File: src/rtl/reset_sequencer.sv
// reset_sequencer: turns a kill request from the access monitor into a
// fixed-length CPU reset pulse, waits for the CPU to reach its reset handler,
// then acknowledges. It also keeps a small log of the kill history (count,
// cause bits, PC at kill), which can be read through a simple log port.
//
// Ports:
//   clk, reset          clock; synchronous active-high reset
//   kill_req            level kill request
//   kill_cause[2:0]     violation bits (0: sdata, 1: illegal SW write, 2: CTR/SCACHE write)
//   pc[15:0]            current CPU program counter
//   log_addr[15:0]      log read address
//   log_rd              log read strobe
//   cpu_rst             registered CPU reset, held for HOLD_CYCLES cycles per kill
//   kill_ack            one-cycle pulse when the CPU reaches RESET_HANDLER
//   busy                high whenever a kill sequence is in progress
//   log_dout[15:0]      registered log read data (LOG_BASE: {count,5'b0,cause}; LOG_BASE+2: kill_pc)
//
// Build option: define RESET_LOG_CLEAR_EN to make a read at LOG_BASE clear
// count and cause after returning them; otherwise the log is sticky until reset.

module reset_sequencer #(
  parameter int unsigned HOLD_CYCLES   = 16,
  parameter logic [15:0] RESET_HANDLER = 16'hFFFE,
  parameter logic [15:0] LOG_BASE      = 16'h0190
) (
  input  logic        clk,
  input  logic        reset,
  input  logic        kill_req,
  input  logic [2:0]  kill_cause,
  input  logic [15:0] pc,
  input  logic [15:0] log_addr,
  input  logic        log_rd,
  output logic        cpu_rst,
  output logic        kill_ack,
  output logic        busy,
  output logic [15:0] log_dout
);

  localparam int unsigned CNT_W  = 8;
  localparam int unsigned CAUSE_W = 3;
  localparam int unsigned DATA_W = 16;

  localparam logic [CNT_W-1:0]  HOLD_INIT   = CNT_W'(HOLD_CYCLES - 1);
  localparam logic [CNT_W-1:0]  COUNT_MAX   = {CNT_W{1'b1}};
  localparam logic [DATA_W-1:0] LOG_PC_ADDR = DATA_W'(LOG_BASE + 16'd2);

  typedef enum logic [1:0] {
    IDLE         = 2'd0,
    ASSERT       = 2'd1,
    HOLD         = 2'd2,
    WAIT_HANDLER = 2'd3
  } state_t;

  state_t state;
  state_t state_nxt;

  logic [CNT_W-1:0]   hold_cnt;
  logic [CNT_W-1:0]   count;
  logic [CAUSE_W-1:0] cause;
  logic [DATA_W-1:0]  kill_pc;

  logic cpu_rst_nxt;
  logic kill_ack_nxt;
  logic start_kill;
  logic in_hold;
  logic rd_stat;
  logic rd_pc;

  assign start_kill = (state == IDLE) && kill_req;
  assign in_hold    = (state == ASSERT) || (state == HOLD);
  assign rd_stat    = log_rd && (log_addr == LOG_BASE);
  assign rd_pc      = log_rd && (log_addr == LOG_PC_ADDR);

  // State register
  always_ff @(posedge clk) begin
    if (reset) begin
      state <= IDLE;
    end else begin
      state <= state_nxt;
    end
  end

  // Next-state logic
  always_comb begin
    state_nxt = state;
    case (state)
      IDLE:         if (kill_req) state_nxt = ASSERT;
      ASSERT, HOLD: state_nxt = (hold_cnt == '0) ? WAIT_HANDLER : HOLD;
      WAIT_HANDLER: if (pc == RESET_HANDLER) state_nxt = IDLE;
      default:      state_nxt = IDLE;
    endcase
  end

  // Output decode; values are registered below so cpu_rst tracks the state entered
  always_comb begin
    cpu_rst_nxt  = 1'b0;
    kill_ack_nxt = 1'b0;
    if ((state_nxt == ASSERT) || (state_nxt == HOLD)) begin
      cpu_rst_nxt = 1'b1;
    end
    if ((state == WAIT_HANDLER) && (state_nxt == IDLE)) begin
      kill_ack_nxt = 1'b1;
    end
  end

  // Registered outputs
  always_ff @(posedge clk) begin
    if (reset) begin
      cpu_rst  <= 1'b0;
      kill_ack <= 1'b0;
      busy     <= 1'b0;
    end else begin
      cpu_rst  <= cpu_rst_nxt;
      kill_ack <= kill_ack_nxt;
      busy     <= (state_nxt != IDLE);
    end
  end

  // Hold down-counter: loaded on kill, counts the remaining reset cycles
  always_ff @(posedge clk) begin
    if (reset) begin
      hold_cnt <= '0;
    end else if (start_kill) begin
      hold_cnt <= HOLD_INIT;
    end else if (in_hold && (hold_cnt != '0)) begin
      hold_cnt <= hold_cnt - CNT_W'(1);
    end
  end

  // Kill log: cause accumulates on any request, count/pc only on a fresh kill
  always_ff @(posedge clk) begin
    if (reset) begin
      count   <= '0;
      cause   <= '0;
      kill_pc <= '0;
    end else begin
      if (start_kill) begin
        kill_pc <= pc;
      end
`ifdef RESET_LOG_CLEAR_EN
      // Read-to-clear; a capture in the same cycle takes precedence
      if (start_kill) begin
        count <= (count == COUNT_MAX) ? count : count + CNT_W'(1);
      end else if (rd_stat) begin
        count <= '0;
      end
      if (kill_req) begin
        cause <= cause | kill_cause;
      end else if (rd_stat) begin
        cause <= '0;
      end
`else
      if (start_kill) begin
        count <= (count == COUNT_MAX) ? count : count + CNT_W'(1);
      end
      if (kill_req) begin
        cause <= cause | kill_cause;
      end
`endif
    end
  end

  // Log read port, one cycle of latency
  always_ff @(posedge clk) begin
    if (reset) begin
      log_dout <= '0;
    end else if (rd_stat) begin
      log_dout <= {count, 5'b0, cause};
    end else if (rd_pc) begin
      log_dout <= kill_pc;
    end else begin
      log_dout <= '0;
    end
  end

endmodule
File: config.mk
export PLATFORM = sky130hd
export DESIGN_NAME = reset_sequencer
export DESIGN_NICKNAME = d
export VERILOG_FILES = /design/src/rtl/reset_sequencer.sv
export SDC_FILE = /design/constraint.sdc
export NUM_CORES = 1
export LEC_CHECK = 0
export ABC_CLOCK_PERIOD_IN_PS = 1900
export CAP_MARGIN = 10
export CORE_MARGIN = 2
export CORE_UTILIZATION = 51
export DETAILED_ROUTE_END_ITERATION = 7
export DONT_BUFFER_PORTS = 1
export PLACE_DENSITY = 0.69
export SLEW_MARGIN = 20
export SYNTH_ARGS = -nofsm -noshare
export SYNTH_HDL_FRONTEND = slang
export SYNTH_SLANG_ARGS = --single-unit
File: constraint.sdc
create_clock -name clk -period 1.9 [get_ports clk]
set_input_delay 0.19 -clock clk [delete_from_list [all_inputs] [get_ports clk]]
set_output_delay 0.19 -clock clk [all_outputs]
set_load 0.02 [all_outputs]
==> results.json, run 1 <==
{
  "slew_headroom": 0.637,
  "ys_seq_area_frac": 0.501,
  "reg2reg_from": "state[1]$_SDFF_PP0_",
  "syn_area_mm2": 0.00224,
  "antenna_found_initial": 0,
  "h-tree-depth": 2,
  "startpoint_type": "register",
  "synth_top_cell_by_area": "dfxtp_1",
  "endpoint": "hold_cnt[5]$_SDFFE_PP0P_",
  "clock_sinks": 56,
  "grt_usage": 0.194,
  "nFillCells": 392,
  "multi_input_area_mm2": 0.00104,
  "stdcell_area_mm2": 0.00252,
  "grt_pass1_vias": 1721,
  "grt_start_max_net_pins": 41,
  "grt.overflow.total": 0,
  "crit_arrival_ns": 2.04,
  "drt_pass1_iterations": 5,
  "avgSynthCellArea_um2": 9.06,
  "cp_max_fo": 4,
  "grt_pass1_wl_um": 7700,
  "synth_fp_nets": 293,
  "fin_crit_sh": 0.950,
  "post_dp_cell_area_mm2": 0.00231,
  "worstHoldPathType": "in2reg",
  "ir_drop_mv": 0.464,
  "seq_area_mm2": 0.00112,
  "finalHoldViolCount": 0,
  "drv_cap": 0,
  "tightest_slew_ns": 0.537,
  "via_per_inst": 5.75,
  "boundaryPins": 58,
  "wl_per_cell_um": 14.8,
  "synth_top_area_frac": 0.501,
  "crit_path_start": "state[1]$_SDFF_PP0_",
  "ant_nets": 0,
  "cts_buffers": 5,
  "dieArea_mm2": 0.00494,
  "first_iter_violations": 112,
  "rr_worst_depth": 5,
  "worstSetupPathType": "reg2reg",
  "drt_wl_total_um": 4550,
  "antennaDiodeCount": 0,
  "place_hpwl_um": 3190,
  "yosys.cell_types.count": 40,
  "drc_errors": 0,
  "reg2reg_slack_ns": 0.1,
  "drive_gt1_frac": 0.110,
  "num_rows": 24,
  "maxSlewViolCount": 0,
  "tns_ns": 0,
  "synth_seq_cells": 56,
  "rsz0062_at_grt": "false",
  "tritoncts": "built",
  "clkTransAtPathRegs_ns": 0.10,
  "power.density_mw_per_mm2": 1020,
  "post-route-min-period_ns": 1.80,
  "yosysWarnings": 0,
  "syn_inst": 247,
  "clock_latency_ns": 0.30,
  "fin_nets": 300,
  "die_w_um": 70.3,
  "status": "finished clean",
  "port_buffers": 0,
  "syn2layout_area_growth_pct": 12.6,
  "start_util": 0.521,
  "timing.hold.ws_ns": 0.00895,
  "fmax_mhz": 554,
  "cp.required_ns": 2.13,
  "p_leak_nw": 0.936,
  "synth_area_leaders": "dfxtp_1, nand2_1, a21oi_1",
  "root_buffer": "clkbuf_8",
  "place_congestion": 0.792,
  "setup_viol": 0,
  "coreArea_mm2": 0.00429,
  "clk_path_buf_depth": 2,
  "clock_skew_ns": 0.00754,
  "die_h_um": 70.3,
  "vias": 1766,
  "end_kind": "register",
  "rr_endpoint": "hold_cnt[5]$_SDFFE_PP0P_"
}
-- synthesized netlist by cell type --
cell / number
a211oi_1: 3
a211oi_2: 1
a21oi_1: 27
a22o_1: 11
a311oi_1: 1
a31oi_1: 1
and2_0: 1
and2_1: 6
and4b_1: 1
buf_1: 2
buf_2: 3
clkbuf_1: 7
clkbuf_2: 1
dfxtp_1: 56
ha_1: 7
inv_1: 9
mux2i_1: 3
nand2_1: 39
nand3_1: 4
nand4_1: 5
nand4b_1: 1
nor2_1: 14
nor2b_1: 2
nor3_1: 10
nor3_2: 1
nor3b_1: 1
nor4_1: 3
nor4b_1: 1
o211a_1: 1
o21ai_0: 5
o311ai_0: 2
o31a_1: 1
o31ai_4: 1
o41ai_1: 2
or2_2: 1
or3_1: 3
or3b_1: 1
or4_1: 2
xnor2_1: 5
xor2_1: 2
-- sequential cells by signal, indices dropped and copies added, names as in the netlist --
name / count
kill_pc: 16
log_dout: 16
count: 8
hold_cnt: 8
cause: 3
state: 2
busy: 1
cpu_rst: 1
kill_ack: 1
-- kinds of logic (layout without fill, tap and decap cells) --
family | Yosys count | count (layout) | synth area share
AOI/OAI and AO/OA | 56 | 56 | 0.170
buffers and inverters | 22 | 30 | 0.0391
xor gates and xnor gates | 7 | 7 | 0.0274
DFF | 56 | 56 | 0.501
adders and majority gates | 7 | 7 | 0.0391
and+or+nand+nor | 96 | 96 | 0.210
muxes | 3 | 3 | 0.0134
-- worst min path at each step --
stage          cells after the start  slack, ns                      end  start
6_report                           2      0.009  kill_pc[8]$_SDFFE_PP0P_  pc[8]
5_1_grt                            2      0.009  kill_pc[6]$_SDFFE_PP0P_  pc[6]
3_5_place_dp                       1       0.27    count[3]$_SDFFE_PP0P_  reset
4_1_cts                            2     0.0001  kill_pc[9]$_SDFFE_PP0P_  pc[9]
2_1_floorplan                      2       0.33  kill_pc[3]$_SDFFE_PP0P_  pc[3]
3_3_place_gp                       1       0.27          busy$_SDFF_PP0_  reset
-- cell type report --
type | instances | share of cell area
sequential | 56 | 0.446
timing repair buffer | 13 | 0.0457
clock inverter | 3 | 0.0273
inverter | 9 | 0.0134
multi-input combinational | 169 | 0.415
clock buffer | 5 | 0.0273
tap | 52 | 0.0258
-- critical path, stage by stage, from the launching register on --
cell and delay (ns):
dfxtp_2 0.34, inv_1 0.08, ha_4 0.29, or3b_4 0.39
or4_1 0.43, a211oi_2 0.21
-- per-stage QoR --
stage	setup WS (ns)	power (W)	cells	utilization
4_1_cts	0.0295	0.00257	304	0.578
2_1_floorplan	0.101	0.00157	247	-
3_5_place_dp	0.00468	0.00165	294	0.538
3_3_place_gp	0.0593	0.00164	294	0.538
6_report	0.0954	0.00257	307	0.587
5_1_grt	0.00270	0.00269	307	0.587
-- power by group --
group | internal (W) | switching (W)
clock network | 0.000530 | 0.000383
registers | 0.00124 | 0.0000590
logic | 0.000168 | 0.000189
total | 0.00194 | 0.000631
-- routing by layer --
layer / up-vias / global-route usage / part of all wire
li1: 876 / - / -
met1: 831 / 0.235 / 0.45
met3: 7 / 0.0433 / 0.051
met2: 52 / 0.340 / 0.49
met4: 0 / 0.0620 / 0.011
met5: - / 0 / 0
-- layout by cell type (no fill, tap or decap), types with 6 or more instances in the layout --
master,synthesis,routed
nand2_1,39,39
nor2_1,14,14
buf_4,0,10
ha_1,7,6
dfxtp_1,56,54
a22o_1,11,11
inv_1,9,8
nor3_1,10,10
a21oi_1,27,27
and2_1,6,6
-- timing repair --
action,4_1_cts,5_1_grt
endpoints found under the hold margin,40,1
buffers inserted,0,2
resized for setup,3,2
hold buffers,2,1
setup endpoints to repair,1,2
Note: power is estimated with default switching activity, not from simulation.
==> run 2, diff against run 1 <==
- CTS_BUF_LIST: default -> sky130_fd_sc_hd__clkbuf_8
- PLACE_DENSITY: 0.69 -> 0.77
- SLEW_MARGIN: 20 -> 5
==> run 2 against run 1 <==
  * Non-clock buffer count rose by 3
  * Clock power fell by 10%
  * Core utilization is 0.85 points higher
  * Count of clock-buffer cells in the layout up 1
  * Sequential power is essentially flat
  * Clock skew fell by 0.0012 ns
  * Fmax fell by 2.0%
  * Cell count is 0.98% higher
  * Global-route usage increased by 0.99 points
  * Die area did not move
  * Critical endpoint unchanged
  * Total power down 3.0%
  * Register-to-register slack lost 0.04 ns
  * Largest cell class unchanged
==> results.json, run 2 (synthesis gave the netlist of run 1 again) <==
{
  "status": "finished clean",
  "syn2layout_area_growth_pct": 14.2,
  "crit_arrival_ns": 2.08,
  "antennaDiodeCount": 0,
  "root_buffer": "clkbuf_8",
  "largestRegisters": "kill_pc x16, log_dout x16",
  "grt_start_max_net_pins": 41,
  "start_util": 0.521,
  "startpoint_type": "register",
  "fin_crit_sh": 0.969,
  "ir_drop_mv": 0.454,
  "drt_wl_total_um": 4850,
  "clk_path_buf_depth": 2,
  "drt_pass1_iterations": 5,
  "worstHoldPathType": "in2reg",
  "reg2reg_slack_ns": 0.06,
  "layoutNonFillerInstCount": 310,
  "tritoncts": "built",
  "final_util": 0.595,
  "layout_common_cells": "dfxtp_1, nand2_1, a21oi_1, nor2_1, a22o_1",
  "clock_skew_ns": 0.00634,
  "drv_cap": 0,
  "clkTransAtPathRegs_ns": 0.10,
  "die_w_um": 70.3,
  "wl_per_cell_um": 15.6,
  "critPathMaxStageDelay_ns": 0.43,
  "clock_latency_ns": 0.31,
  "post-place-ws_ns": -0.0391,
  "die_h_um": 70.3,
  "p_total_w": 0.00249,
  "setup_viol": 0,
  "cpMaxStageDelayCell": "or4_4",
  "finalHoldViolCount": 0,
  "cts_buffers": 5,
  "vias": 1815,
  "boundaryPins": 58,
  "first_iter_violations": 137,
  "h-tree-depth": 2,
  "coreArea_mm2": 0.00429,
  "cp_max_fo": 4,
  "drc_errors": 0,
  "maxSlewViolCount": 0,
  "path_cells": "inv_1 > ha_4 > or3b_4 > or4_4 > a211oi_2",
  "fin_nets": 303,
  "slew_headroom": 0.586,
  "grt.overflow.total": 0,
  "p_leak_nw": 0.950,
  "cts_setup_buffers": 0,
  "place_hpwl_um": 3200,
  "post-route-min-period_ns": 1.84,
  "setup_ws_ns": 0.0587,
  "worstSetupPathType": "reg2reg",
  "ant_nets": 0,
  "power.density_mw_per_mm2": 975,
  "dieArea_mm2": 0.00494,
  "crit_family": "simple AND/OR/NAND/NOR gates",
  "place_congestion": 0.832,
  "antenna_found_initial": 0,
  "grt_usage": 0.204,
  "end_kind": "register",
  "tightest_slew_ns": 0.613,
  "grt_pass1_wl_um": 7920,
  "clock_sinks": 56,
  "grt_pass1_vias": 1728,
  "tns_ns": 0,
  "layout_commonest_cell": "dfxtp_1",
  "via_per_inst": 5.85,
  "drive_gt1_frac": 0.109,
  "fmax_mhz": 543,
  "path_buf_inv": 1,
  "num_rows": 24,
  "placedCellCount": 294,
  "cp.required_ns": 2.14,
  "port_buffers": 0
}
## run 2: layout make-up
| cell class | instances | area (µm²) |
|---|---|---|
| clock buffers | 6 | 82.6 |
| well taps | 52 | 65.1 |
| flip-flops and latches | 56 | 1120 |
| clock inverters | 2 | 38.8 |
| repair buffers | 16 | 163 |
| multi-input cells | 169 | 1050 |
| fillers | 354 | 1740 |
| inverters | 9 | 33.8 |
## run 2: worst register-to-register path, cell delays in order, from the launching register on
cell	delay, ns
dfxtp_2	0.36
inv_1	0.08
ha_4	0.28
or3b_4	0.39
or4_4	0.43
a211oi_2	0.22
## run 2: timing repair
action | 4_1_cts | 5_1_grt
resized for setup | 3 | 4
hold endpoints to repair | 40 | 2
endpoints found under the setup margin | 1 | 2
pin swaps | 0 | 0
hold buffers | 6 | 2
## run 2: report_power, final
group          internal (W)  switching [W]
Sequential          0.00124      0.0000603
Combinational      0.000178       0.000195
Clock              0.000431       0.000388
Total               0.00185       0.000643
## run 2: final timing paths
path                                start  depth (start not counted)                  endpoint
hold / removal                     pc[14]                          2  kill_pc[14]$_SDFFE_PP0P_
hold reg to reg   kill_pc[5]$_SDFFE_PP0P_                          2   kill_pc[5]$_SDFFE_PP0P_
setup / recovery      state[0]$_SDFF_PP0_                          5  hold_cnt[5]$_SDFFE_PP0P_
setup reg to reg      state[0]$_SDFF_PP0_                          5  hold_cnt[5]$_SDFFE_PP0P_
## run 2: per-layer routing
| metal | wire length (µm) | GRT usage |
|---|---|---|
| met5 | 0 | 0 |
| met2 | 2470 | 0.348 |
| met4 | 86 | 0.0855 |
| met1 | 2040 | 0.242 |
| met3 | 252 | 0.0519 |
## run 2: metrics by stage
stage	area [µm²]	hold slack, ns
4_1_cts	2530	0.000104
2_1_floorplan	2240	0.326
5_1_grt	2560	0.00858
6_report	2560	0.00142
3_5_place_dp	2320	0.267
3_3_place_gp	2320	0.265
==> run 3, diff against run 2 <==
- ABC_AREA: default -> 1
==> run 3 against run 2 <==
  * Register-to-register slack better by 0.22 ns
  * Critical endpoint is now cpu_rst$_SDFF_PP0_
  * Hold slack improved by 0.022 ns
  * Clock power fell by 3.3%
  * Synthesized area grew 6.4%
  * Clock skew down 0.0013 ns
  * Sequential power increased by 15%
  * Routed wire length is 1.9% lower
  * Combinational power rose to 2.7 times the previous value
  * Die area is 6.0% higher
==> results.json, run 3 <==
{
  "slew_headroom": 0.725,
  "reg2reg_from": "hold_cnt[0]$_SDFFE_PP0P_",
  "crit_family": "adder cells",
  "largestRegisters": "kill_pc x16, log_dout x16",
  "grt_usage": 0.202,
  "final_util": 0.583,
  "place_congestion": 0.868,
  "yosys.cell_types.count": 22,
  "yosysWarnings": 0,
  "post-route-min-period_ns": 1.63,
  "fin_crit_sh": 0.855,
  "port_buffers": 0,
  "syn_inst": 325,
  "drive_gt1_frac": 0.0544,
  "ctsHoldBuffers": 3,
  "setup_viol": 0,
  "clock_sinks": 56,
  "num_rows": 24,
  "path_buf_inv": 3,
  "crit_top_cell": "inv_1",
  "ant_nets": 0,
  "synthArstFlopShare": 0,
  "path_cells": "inv_1 > ha_1 > inv_1 > nor3_1 > nand2_1 > o21ai_0 > a21oi_1 > ha_1 > inv_1 > nor2_1",
  "synth-main-ff-cell": "dfxtp_1",
  "ir_drop_mv": 0.738,
  "rsz0062_at_grt": "false",
  "synth_edf_count": 0,
  "placedCellCount": 372,
  "layoutNonFillerInstCount": 383,
  "nFillCells": 397,
  "place_hpwl_um": 3470,
  "cts_resized": 0,
  "synth_top_cell_by_area": "dfxtp_1",
  "grt_pass1_vias": 1827,
  "maxSlewViolCount": 0,
  "first_iter_violations": 130,
  "cts_buffers": 5,
  "finalHoldViolCount": 0,
  "coreArea_mm2": 0.00441,
  "synth_area_leaders": "dfxtp_1, nand2_1, a21oi_1",
  "drv_cap": 0,
  "syn_area_mm2": 0.00238,
  "ys_seq_area_frac": 0.471,
  "crit_arrival_ns": 1.82,
  "tns_ns": 0,
  "tightest_slew_ns": 0.412,
  "wl_per_cell_um": 12.4,
  "power.density_mw_per_mm2": 1280,
  "worstSetupPathType": "reg2reg",
  "end_kind": "register",
  "root_buffer": "clkbuf_8",
  "post-place-ws_ns": 0.310,
  "synth_top_area_frac": 0.471,
  "boundaryPins": 58,
  "cp_max_fo": 6,
  "die_w_um": 72.3,
  "synth.most_common_cell": "nand2_1",
  "dieArea_mm2": 0.00523,
  "grt.overflow.total": 0,
  "ys_top_cells_by_count": "nand2_1, dfxtp_1, inv_1",
  "h-tree-depth": 2,
  "start_util": 0.539,
  "antennaDiodeCount": 0,
  "clock_skew_ns": 0.00507,
  "fin_nets": 376,
  "layout_commonest_cell": "nand2_1",
  "drt_pass1_iterations": 4,
  "antenna_found_initial": 0,
  "p_total_w": 0.00329,
  "via_per_inst": 5.17,
  "layout_common_cells": "nand2_1, dfxtp_1, inv_1, nor2_1, a21oi_1",
  "synth_seq_cells": 56,
  "grt_start_max_net_pins": 29,
  "startpoint_type": "register",
  "drt_wl_total_um": 4760,
  "clock_latency_ns": 0.31,
  "syn2layout_area_growth_pct": 8.09,
  "crit_path_start": "hold_cnt[0]$_SDFFE_PP0P_",
  "synth_fp_nets": 371,
  "setup_ws_ns": 0.275,
  "hp-start": "kill_req",
  "worstHoldPathType": "in2reg",
  "drc_errors": 0,
  "avgSynthCellArea_um2": 7.33,
  "cpMaxStageDelayCell": "dfxtp_1",
  "status": "finished clean",
  "tritoncts": "built",
  "cts_setup_buffers": 0,
  "critPathMaxStageDelay_ns": 0.32,
  "grt_pass1_wl_um": 8180,
  "clk_path_buf_depth": 2,
  "fmax_mhz": 615,
  "p_leak_nw": 1.09,
  "die_h_um": 72.3,
  "clkTransAtPathRegs_ns": 0.10,
  "cp.required_ns": 2.10,
  "vias": 1980
}
-- run 3: worst paths after layout --
check / endpoint / slack [ns] / cells past startpoint
setup / recovery: cpu_rst$_SDFF_PP0_ / 0.27 / 10
hold / removal: cause[2]$_SDFFE_PP0P_ / 0.02 / 2
setup reg to reg: cpu_rst$_SDFF_PP0_ / 0.27 / 10
hold reg to reg: log_dout[3]$_SDFF_PP0_ / 0.44 / 2
-- run 3: kinds of logic after synthesis --
group	count (synthesis)	share of synthesized area
and+or+nand+nor	134	0.233
AOI/OAI and AO/OA	66	0.142
buffers and inverters	56	0.0956
DFF	56	0.471
adders and majority gates	7	0.0368
xor gates and xnor gates	6	0.0221
-- run 3: final cells by class --
class	count	area (µm²)	area share
multi-input combinational	213	1030	0.401
inverter	46	173	0.0671
clock inverter	3	46.3	0.0180
tap	52	65.1	0.0253
timing repair buffer	8	67.6	0.0263
clock buffer	5	68.8	0.0267
sequential	56	1120	0.436
-- run 3: layer usage --
| layer | vias to the layer above | track usage | routed length (µm) |
|---|---|---|---|
| met5 | - | 0 | 0 |
| met4 | 0 | 0.0755 | 56 |
| met3 | 6 | 0.0569 | 217 |
| met2 | 41 | 0.341 | 2360 |
| met1 | 894 | 0.243 | 2120 |
| li1 | 1039 | - | - |
-- run 3: per-stage QoR --
stage | instance area (µm²) | hold WS (ns)
floorplan | 2380 | 0.259
global placement | 2430 | 0.262
detailed placement | 2430 | 0.263
CTS | 2570 | 0.0224
global route | 2570 | 0.0299
finish | 2570 | 0.0235
-- run 3: report_power, final --
part / internal [W] / switching, W
combinational: 0.000370 / 0.000639
clock: 0.000397 / 0.000395
sequential: 0.00136 / 0.000130
-- run 3: worst register-to-register path, stage by stage (launching register included) --
cell and delay, ns:
dfxtp_1 0.32, inv_1 0.14, ha_1 0.17, inv_1 0.04, nor3_1 0.12, nand2_1 0.10
o21ai_0 0.15, a21oi_1 0.10, ha_1 0.30, inv_1 0.05, nor2_1 0.03
